===== src/rtl/shared_add_ctrl.sv =====
// Two-requester adder sharing one bit-serial full-add cell, round-robin arbitrated.
// Define SHARED_ADD_OVF_EN to produce signed overflow on ovf; otherwise ovf is tied low.
module shared_add_ctrl #(
  parameter int WIDTH = 8
) (
  input  logic             clk,
  input  logic             rst,
  input  logic             req0,
  input  logic [WIDTH-1:0] a0,
  input  logic [WIDTH-1:0] b0,
  input  logic             req1,
  input  logic [WIDTH-1:0] a1,
  input  logic [WIDTH-1:0] b1,
  output logic             gnt0,
  output logic             gnt1,
  output logic             busy,
  output logic             done,
  output logic             done_id,
  output logic [WIDTH-1:0] sum,
  output logic             cout,
  output logic             ovf
);

  localparam int CW = (WIDTH > 1) ? $clog2(WIDTH) : 1;
  localparam logic [CW-1:0] LAST_BIT = CW'(WIDTH - 1);

  typedef enum logic [1:0] {IDLE, RUN, DONE} state_t;

  state_t           state_q;
  logic [WIDTH-1:0] a_q, b_q, acc_q, sum_q;
  logic [CW-1:0]    cnt_q;
  logic             carry_q, owner_q, ptr_q;
  logic             gnt0_q, gnt1_q, done_q, done_id_q, cout_q;
`ifdef SHARED_ADD_OVF_EN
  logic             cmsb_q, ovf_q;
`endif

  // Shared full-add cell built from two half-add stages; operands shift right so bit 0 is current.
  logic h1, g1, s_bit, g2, c_next;
  assign h1     = a_q[0] ^ b_q[0];
  assign g1     = a_q[0] & b_q[0];
  assign s_bit  = h1 ^ carry_q;
  assign g2     = h1 & carry_q;
  assign c_next = g1 | g2;

  // Winner: the pointer breaks ties, a lone request wins outright.
  logic any_req, win_d;
  assign any_req = req0 | req1;
  assign win_d   = (req0 & req1) ? ptr_q : req1;

  always_ff @(posedge clk or posedge rst) begin
    if (rst) begin
      state_q   <= IDLE;
      a_q       <= '0;
      b_q       <= '0;
      acc_q     <= '0;
      sum_q     <= '0;
      cnt_q     <= '0;
      carry_q   <= 1'b0;
      owner_q   <= 1'b0;
      ptr_q     <= 1'b0;
      gnt0_q    <= 1'b0;
      gnt1_q    <= 1'b0;
      done_q    <= 1'b0;
      done_id_q <= 1'b0;
      cout_q    <= 1'b0;
`ifdef SHARED_ADD_OVF_EN
      cmsb_q    <= 1'b0;
      ovf_q     <= 1'b0;
`endif
    end else begin
      gnt0_q <= 1'b0;
      gnt1_q <= 1'b0;
      done_q <= 1'b0;
      case (state_q)
        IDLE: begin
          if (any_req) begin
            a_q     <= win_d ? a1 : a0;
            b_q     <= win_d ? b1 : b0;
            owner_q <= win_d;
            ptr_q   <= ~win_d;
            carry_q <= 1'b0;
            cnt_q   <= '0;
            gnt0_q  <= ~win_d;
            gnt1_q  <= win_d;
            state_q <= RUN;
          end
        end
        RUN: begin
          acc_q   <= {s_bit, acc_q[WIDTH-1:1]};
          a_q     <= {1'b0, a_q[WIDTH-1:1]};
          b_q     <= {1'b0, b_q[WIDTH-1:1]};
          carry_q <= c_next;
          if (cnt_q == LAST_BIT) begin
`ifdef SHARED_ADD_OVF_EN
            cmsb_q  <= carry_q;
`endif
            state_q <= DONE;
          end else begin
            cnt_q <= cnt_q + CW'(1);
          end
        end
        DONE: begin
          sum_q     <= acc_q;
          cout_q    <= carry_q;
          done_id_q <= owner_q;
          done_q    <= 1'b1;
`ifdef SHARED_ADD_OVF_EN
          ovf_q     <= cmsb_q ^ carry_q;
`endif
          state_q   <= IDLE;
        end
        default: state_q <= IDLE;
      endcase
    end
  end

  assign gnt0    = gnt0_q;
  assign gnt1    = gnt1_q;
  assign busy    = (state_q != IDLE);
  assign done    = done_q;
  assign done_id = done_id_q;
  assign sum     = sum_q;
  assign cout    = cout_q;
`ifdef SHARED_ADD_OVF_EN
  assign ovf     = ovf_q;
`else
  assign ovf     = 1'b0;
`endif

endmodule


===== config.mk =====
export PLATFORM = sky130hd
export DESIGN_NAME = shared_add_ctrl
export DESIGN_NICKNAME = d
export VERILOG_FILES = /design/src/rtl/shared_add_ctrl.sv
export SDC_FILE = /design/constraint.sdc
export NUM_CORES = 1
export LEC_CHECK = 0
export ABC_AREA = 1
export CORE_MARGIN = 2
export CORE_UTILIZATION = 30
export CTS_BUF_LIST = sky130_fd_sc_hd__clkbuf_4 sky130_fd_sc_hd__clkbuf_8
export DETAILED_ROUTE_END_ITERATION = 6
export SLEW_MARGIN = 40
export SYNTH_ARGS = -nofsm -noshare
export SYNTH_HDL_FRONTEND = slang
export SYNTH_SLANG_ARGS = --single-unit

===== constraint.sdc =====
create_clock -name clk -period 1.9 [get_ports clk]
set_input_delay 0.38 -clock clk [delete_from_list [all_inputs] [get_ports clk]]
set_output_delay 0.38 -clock clk [all_outputs]
set_load 0.005 [all_outputs]

=== After elaboration in Yosys (flattened, before gate mapping) ===
Cells that the tools add are included.

* Muxes and demuxes: 20
* $add $sub $neg: 1
* Bitwise gates (word level): 8
* Reductions and logical operators: 7
* Equal/unequal tests: 6

{| class="wikitable"
|+ Operators with widths
! kind !! count
|-
| two-way mux 8 bit || 4
|-
| one-hot mux 8 bit (2 select lines) || 2
|-
| two-way mux 1 bit || 7
|-
| two-way mux 3 bit || 2
|-
| inequality test 2 bit (second input constant) || 3
|-
| one-hot mux 3 bit (2 select lines) || 1
|-
| AND reduction 2 bit || 3
|-
| two-way mux 2 bit || 2
|-
| one-hot mux 2 bit (2 select lines) || 1
|-
| nonzero test 2 bit || 2
|-
| adder 3 x 1 -> 3 bit (second input constant) || 1
|-
| bitwise AND 1 bit || 3
|-
| equality test 3 bit (second input constant) || 1
|-
| AND reduction 3 bit || 1
|-
| equality test 2 x 1 -> 1 bit (second input constant) || 1
|-
| equality test 2 bit (second input constant) || 1
|-
| logical NOT 2 bit || 1
|-
| OR 1 bit || 2
|-
| one-hot mux 1 bit (2 select lines) || 1
|-
| bitwise XOR 1 bit || 2
|-
| NOT 1 bit || 1
|}

* Input bits: 36
* Output and inout port bits: 15
* Register bits after elaboration: 45

=== Depth between registers and ports, before layout ===
Gate-level depths: netlist (run 1).

* Word-level depth: 5
* Mapped depth: 8
* Gate-level depth less buffers: 7

=== Worst setup path after synthesis (run 1) ===
No wires, ideal clock.

* Kind: in2reg
* Start point: input req1
* End point: register b_q[0]
* Setup time: 116 ps
* Required time: 1784 ps
* Stages: 6
* Buffers on the path: 2
* Slack: 722 ps
* Arrival time: 1062 ps
* Cell sequence: buf_2 -> o21ai_4 -> buf_2 -> nand2_1 -> nand2_1 -> nand2_1

* Word-level cells in the longest chain between the ends: 5

{| class="wikitable"
|+ Ends and longest elaborated chain
! what !! line !! RTL
|-
| from (decl) || 11 || <nowiki>input logic req1,</nowiki>
|-
| bitwise AND 1 bit || 49 || <nowiki>assign win_d = (req0 & req1) ? ptr_q : req1;</nowiki>
|-
| two-way mux 1 bit || 49 ||
|-
| two-way mux 8 bit || 79 || <nowiki>b_q <= win_d ? b1 : b0;</nowiki>
|-
| two-way mux 8 bit || 77 || <nowiki>if (any_req) begin</nowiki>
|-
| one-hot mux 8 bit (2 select lines) || 75 || <nowiki>case (state_q)</nowiki>
|-
| to (signal assigned) || 79 ||
|-
| to (signal assigned) || 92 || <nowiki>b_q <= {1'b0, b_q[WIDTH-1:1]};</nowiki>
|-
| to (decl) || 30 || <nowiki>logic [WIDTH-1:0] a_q, b_q, acc_q, sum_q;</nowiki>
|}

Parallel ways exist; a longest one is shown, timed or not. The select of a mux whose other input is x is not followed.
A chain may end at the register's enable or synchronous reset.

=== Worst setup path in the final report (run 1) ===
* Start point: register state_q[0]
* End point: output busy

* Word-level cells in the longest chain between the ends: 1

{| class="wikitable"
|+ Ends and longest elaborated chain
! what !! line !! RTL
|-
| from (decl) || 29 || <nowiki>state_t state_q;</nowiki>
|-
| from (signal assigned) || 53 || <nowiki>state_q <= IDLE;</nowiki>
|-
| from (signal assigned) || 86 || <nowiki>state_q <= RUN;</nowiki>
|-
| from (signal assigned) || 98 || <nowiki>state_q <= DONE;</nowiki>
|-
| nonzero test 2 bit || 120 || <nowiki>assign busy = (state_q != IDLE);</nowiki>
|-
| to (decl) || 16 || <nowiki>output logic busy,</nowiki>
|}

No other way between the ends.

==> metrics, run 1 <==
Final setup viols=0; Yosys cell types=21; most frequent cells in the layout=nand2_1, clkdlybuf4s50_1, dfrtp_1; # port buffers=49; Starting Density=31.4%; RSZ-0062 raised after global routing=false; Fin Setup TNS=0 ns; cts hold-fix bufs=0; CP Class=reg2out; syn avg cell area=8.02 µm²; mapped cell area=0.00217 mm²; Die Span X=89.0 µm; commonest non-fill, non-tap cell in the layout=nand2_1; hpwl dp=3250 µm; Synth area leader=dfrtp_1; CTS Buf Count=5; clock sinks=45; RD Place Congestion=0.721; fmax=0.564 GHz; PnR worst setup slack=0.128 ns; total gr overflow=0; Worst R2R Path Depth=7; CP cell instances=inv_1 -> nand2_1 -> clkdlybuf4s50_1; first-pass GRT wire length=7920 µm; largest net degree at the start of global routing=46; clock insertion delay at the later pin of the skew report=0.30 ns; r2r setup slk=0.51 ns; Max stage delay on crit path=0.51 ns; CTS clk-pin slew, worst paths=0.08 ns; vias in the first global route=1843; die area=0.00791 mm²; Post-synth EDFFs=0; top cells by area, synth=dfrtp_1, nand2_1, nand3_1; drt first-iter violations=73; P&R area growth vs syn=31.7%; H-tree depth=2; Cells after Synth=270; Seq/Total Area, Yosys=52.0%; async set or reset register ratio after synthesis=100%; Startpoint Class=flop; drt pass-1 iters=4; # diodes=0; Max FO, Critical Path=3; final hold violation count=0; Synth Warn #=0; worst flop-to-flop path endpoint=b_q[1]$_DFFE_PP0P_; placement row count=30; ys flop type=dfrtp_1; critical path capture point type=output port; PostCTS Resize Cnt=0; number of synthesized register bits=45; core area=0.00691 mm²; worst min-delay path class=in2async; routed via count=1845; CTS Buffer Depth=2; Layout fillers=733; # IOs=51; Final period util=93.2%; Max-Cap Viols=0; share of cells above drive strength 1=9.38%; Fin Clk Skew=0.00746 ns; crit path DAT=1.39 ns; residual DRC count=0; non-filler instance count after layout=416; die height=89.0 µm; Pleak=1.43 nW; syn nets=309; status=complete, no violations; post-CTS setup buffer count=0; Max IR drop VDD=340 µV; gr usage total=12.9%; CTS tree=built; reg-to-reg critical path startpoint=state_q[0]$_DFFE_PP0P_; Yosys top cell area share=52.0%; Period minus WS final=1.77 ns; pwr/cell area=1390 mW/mm²; worst path required time=1.52 ns; CP startpoint=state_q[0]$_DFFE_PP0P_; CTS Root Cell=clkbuf_8; DRT antenna net count=0; final wirelength=4530 µm; Avg WL per Cell=10.9 µm; fin util=41.3%; initial antenna violation count=0; Vias/cell=4.44; dpl ws=0.261 ns; Slew Limit Fails=0; Slowest cell on crit path=clkdlybuf4s50_1; Cells after DPL=408; post-layout net count=358
## report_power, final
group          internal [mW]  total [mW]  switching [mW]
Sequential              1.39        1.59           0.206
Clock                  0.295       0.613           0.318
Combinational          0.773        1.75           0.976
Total                   2.45        3.95            1.50
## metrics by stage
step	instance area, µm²	total power [mW]	hold WS, ns
after global routing	2850	4.36	0.444
after floorplan	2170	2.81	0.449
after detailed placement	2760	3.39	0.458
after CTS	2850	4.01	0.433
final	2850	3.95	0.428
after global placement	2760	3.33	0.459
## flip-flops by register name (all words and copies together), names as in the netlist
signal	flops
done_id	1
carry_q	1
b_q	8
a_q	8
gnt1	1
acc_q	8
gnt0	1
ptr_q	1
cout	1
state_q	2
cnt_q	3
sum	8
owner_q	1
done	1
## synth_stat cells, types with 2 or more instances
| master | count |
|---|---|
| buf_4 | 4 |
| o21ai_1 | 17 |
| nand2_1 | 115 |
| buf_6 | 3 |
| nand2_2 | 5 |
| inv_1 | 20 |
| buf_2 | 7 |
| dfrtp_1 | 45 |
| nor2_1 | 3 |
| nor2_2 | 2 |
| nand3_1 | 34 |
| ha_1 | 2 |
| a21oi_1 | 2 |
| inv_2 | 4 |
## logic make-up (layout without fill, tap and decap cells)
logic type | count (synthesis) | in the layout | share of synthesized area [%]
compound gates | 21 | 21 | 5.43
fa+ha+maj | 3 | 3 | 2.08
flops | 45 | 45 | 52.0
other cells | 1 | 1 | 0.173
buf+inv | 39 | 89 | 9.01
mux | 1 | 1 | 0.462
simple gates | 160 | 160 | 30.8
## worst max-delay path by stage
stage | depth (start not counted) | endpoint
final | 3 | busy
after global placement | 7 | b_q[5]$_DFFE_PP0P_
after CTS | 3 | busy
after floorplan | 1 | a_q[0]$_DFFE_PP0P_
after global routing | 3 | busy
after detailed placement | 8 | a_q[0]$_DFFE_PP0P_
## critical path: cells and delay by family, from the launching register on
family | cells | cell delay (ns)
DFF | 1 | 0.39
and+or+nand+nor | 1 | 0.11
buffers and inverters | 2 | 0.60
## layout make-up
cell class	instances	area [µm²]	share of cell area, %
flip-flops and latches	45	1130	39.5
well taps	96	120	4.21
multi-input cells	186	845	29.6
inverters	25	96.3	3.38
repair buffers	56	568	19.9
clock inverters	2	13.8	0.483
clock buffers	6	82.6	2.90
## layer usage
metal / GRT usage (%) / part of all wire, %
met1: 16.3 / 47
met5: 0 / 0
met3: 4.80 / 5.3
met4: 3.12 / 0.77
met2: 21.1 / 47
Power figures use the tool's default switching activity.
==> inputs of run 2 (changes only) <==
CAP_MARGIN = 15   (was unset)
clock period = 1.8 ns   (was 1.9 ns; I/O delays follow)
==> run 2 against run 1 <==
Effect of this change: register-to-register slack lost 0.14 ns; clock skew grew 0.0015 ns; hold slack lost 0.029 ns; total power grew 9.0%; highest routed layer unchanged.
==> metrics, run 2 (synthesis results as in run 1) <==
RSZ-0062 raised after global routing=false (unchanged); fmax=0.654 GHz; worst flop-to-flop path endpoint=cnt_q[1]$_DFFE_PP0P_ (was b_q[1]$_DFFE_PP0P_); Fin Setup TNS=0 ns (unchanged); routed via count=1871 (was 1845); total gr overflow=0 (unchanged); sequential power share=38.9% (was 40.3%); Startpoint Class=flop (unchanged); drt pass-1 iters=4 (unchanged); crit path DAT=1.17 ns (was 1.39 ns); share of cells above drive strength 1=9.94% (was 9.38%); # diodes=0 (unchanged); die height=89.0 µm (unchanged); CTS tree=built (unchanged); P&R area growth vs syn=33.3% (was 31.7%); Worst R2R Path Depth=7 (unchanged); Max FO, Critical Path=2 (was 3); Max IR drop VDD=457 µV (was 340 µV); # IOs=51 (unchanged); first-pass GRT wire length=7820 µm (was 7920 µm); clock sinks=45 (unchanged); # port buffers=49 (unchanged); sw frac=36.8% (was 37.9%); Starting Density=31.4% (unchanged); H-tree depth=2 (unchanged); worst path required time=1.44 ns (was 1.52 ns); DRT antenna net count=0 (unchanged); Final period util=85.0%; worst min-delay path class=in2async (unchanged); most frequent cells in the layout=nand2_1, clkdlybuf4s50_1, dfrtp_1 (unchanged); Die Span X=89.0 µm (unchanged); RD Place Congestion=0.721 (unchanged); gr usage total=12.7% (was 12.9%); drt first-iter violations=95 (was 73); CP Class=reg2out (unchanged); Avg WL per Cell=11.0 µm (was 10.9 µm); switching power=1.59 mW (was 1.50 mW); CTS Root Cell=clkbuf_8 (unchanged); Period minus WS final=1.53 ns; Fin Clk Skew=0.00892 ns (was 0.00746 ns); CP cell instances=clkdlybuf4s50_1 (was inv_1 -> nand2_1 -> clkdlybuf4s50_1); Cell Int Power=2.72 mW (was 2.45 mW); initial antenna violation count=0 (unchanged); final wirelength=4600 µm (was 4530 µm); CTS clk-pin slew, worst paths=0.08 ns (about the same); Slew Limit Fails=0 (unchanged); CTS Buffer Depth=2 (unchanged); status=complete, no violations (unchanged); stages on the worst setup path=1 (was 3); hpwl dp=3220 µm (was 3250 µm); Clk pwr share=17.8% (was 15.5%); Worst Path Buf+Inv=1 (was 2); core area=0.00691 mm² (unchanged); crit path capture=sum[2] (was busy); delay-heaviest family, CP=buffers and inverters (unchanged); critical path capture point type=output port (unchanged); Final setup viols=0 (unchanged); power consumption=4.31 mW (was 3.95 mW); Max-Cap Viols=0 (unchanged); clock insertion delay at the later pin of the skew report=0.30 ns (about the same); Max stage delay on crit path=0.51 ns (about the same); post-layout net count=360 (was 358); residual DRC count=0 (unchanged); die area=0.00791 mm² (unchanged); r2r setup slk=0.37 ns (was 0.51 ns); CTS Buf Count=5 (unchanged); Pleak=1.45 nW (was 1.43 nW); reg-to-reg critical path startpoint=state_q[1]$_DFFE_PP0P_ (was state_q[0]$_DFFE_PP0P_); Vias/cell=4.48 (was 4.44); CP startpoint=sum[2]$_DFFE_PP0P_ (was state_q[0]$_DFFE_PP0P_); Layout fillers=730 (was 733); largest net degree at the start of global routing=46 (unchanged); vias in the first global route=1781 (was 1843); placement row count=30 (unchanged); Slowest cell on crit path=clkdlybuf4s50_1 (unchanged); commonest non-fill, non-tap cell in the layout=nand2_1 (unchanged); Logic pwr share=43.3% (was 44.2%); pwr/cell area=1490 mW/mm² (was 1390 mW/mm²); final hold violation count=0 (unchanged)
[run 2: metrics by stage]
stage               hold WS (ns)  cells  area [µm²]  utilization [%]  setup WS [ns]
floorplan                  0.449    270        2170                -          0.381
global placement           0.459    408        2760             39.9          0.198
detailed placement         0.459    408        2760             39.9          0.169
CTS                        0.413    416        2870             41.6         0.0294
global route               0.423    418        2890             41.8          0.204
finish                     0.399    418        2890             41.8          0.270
[run 2: worst min path at each step]
stage                       start                 end  slack [ns]  cells after the start
6_report                      rst  sum[1]$_DFFE_PP0P_        0.40                      3
5_1_grt                       rst  sum[1]$_DFFE_PP0P_        0.42                      3
4_1_cts                       rst  sum[1]$_DFFE_PP0P_        0.41                      3
3_5_place_dp   sum[0]$_DFFE_PP0P_  sum[0]$_DFFE_PP0P_        0.46                      2
3_3_place_gp   sum[0]$_DFFE_PP0P_  sum[0]$_DFFE_PP0P_        0.46                      2
2_1_floorplan  a_q[0]$_DFFE_PP0P_  a_q[0]$_DFFE_PP0P_        0.45                      2
[run 2: area by class of cell]
class | instances | area (µm²) | share of cell area [%]
multi-input cells | 186 | 845 | 29.2
well taps | 96 | 120 | 4.16
inverters | 25 | 96.3 | 3.34
clock inverters | 2 | 38.8 | 1.34
clock buffers | 6 | 76.3 | 2.64
flip-flops and latches | 45 | 1130 | 39.0
repair buffers | 58 | 586 | 20.3
[run 2: power by group through the flow]
stage	Sequential, mW	Clock, mW	Combinational, mW
CTS	1.68	0.794	1.88
global placement	1.69	0	1.83
detailed placement	1.70	0	1.87
finish	1.68	0.765	1.87
floorplan	1.67	0	1.29
global route	1.73	0.840	2.15
[run 2: per-layer routing]
| metal | wire, µm | vias to the layer above | track usage [%] |
|---|---|---|---|
| li1 | - | 934 | - |
| met1 | 2120 | 878 | 16.4 |
| met2 | 2180 | 52 | 20.6 |
| met3 | 237 | 7 | 3.14 |
| met4 | 66 | 0 | 5.16 |
| met5 | 0 | - | 0 |
[run 2: timing repair]
action,4_1_cts,5_1_grt
resized for setup,0,1
setup endpoints to repair,0,1
hold buffers,0,0
setup buffers,0,2
[run 2: tightest hold or removal path: stages]
cell             delay, ns
clkdlybuf4s50_1       0.41
inv_2                 0.07
buf_12                0.23
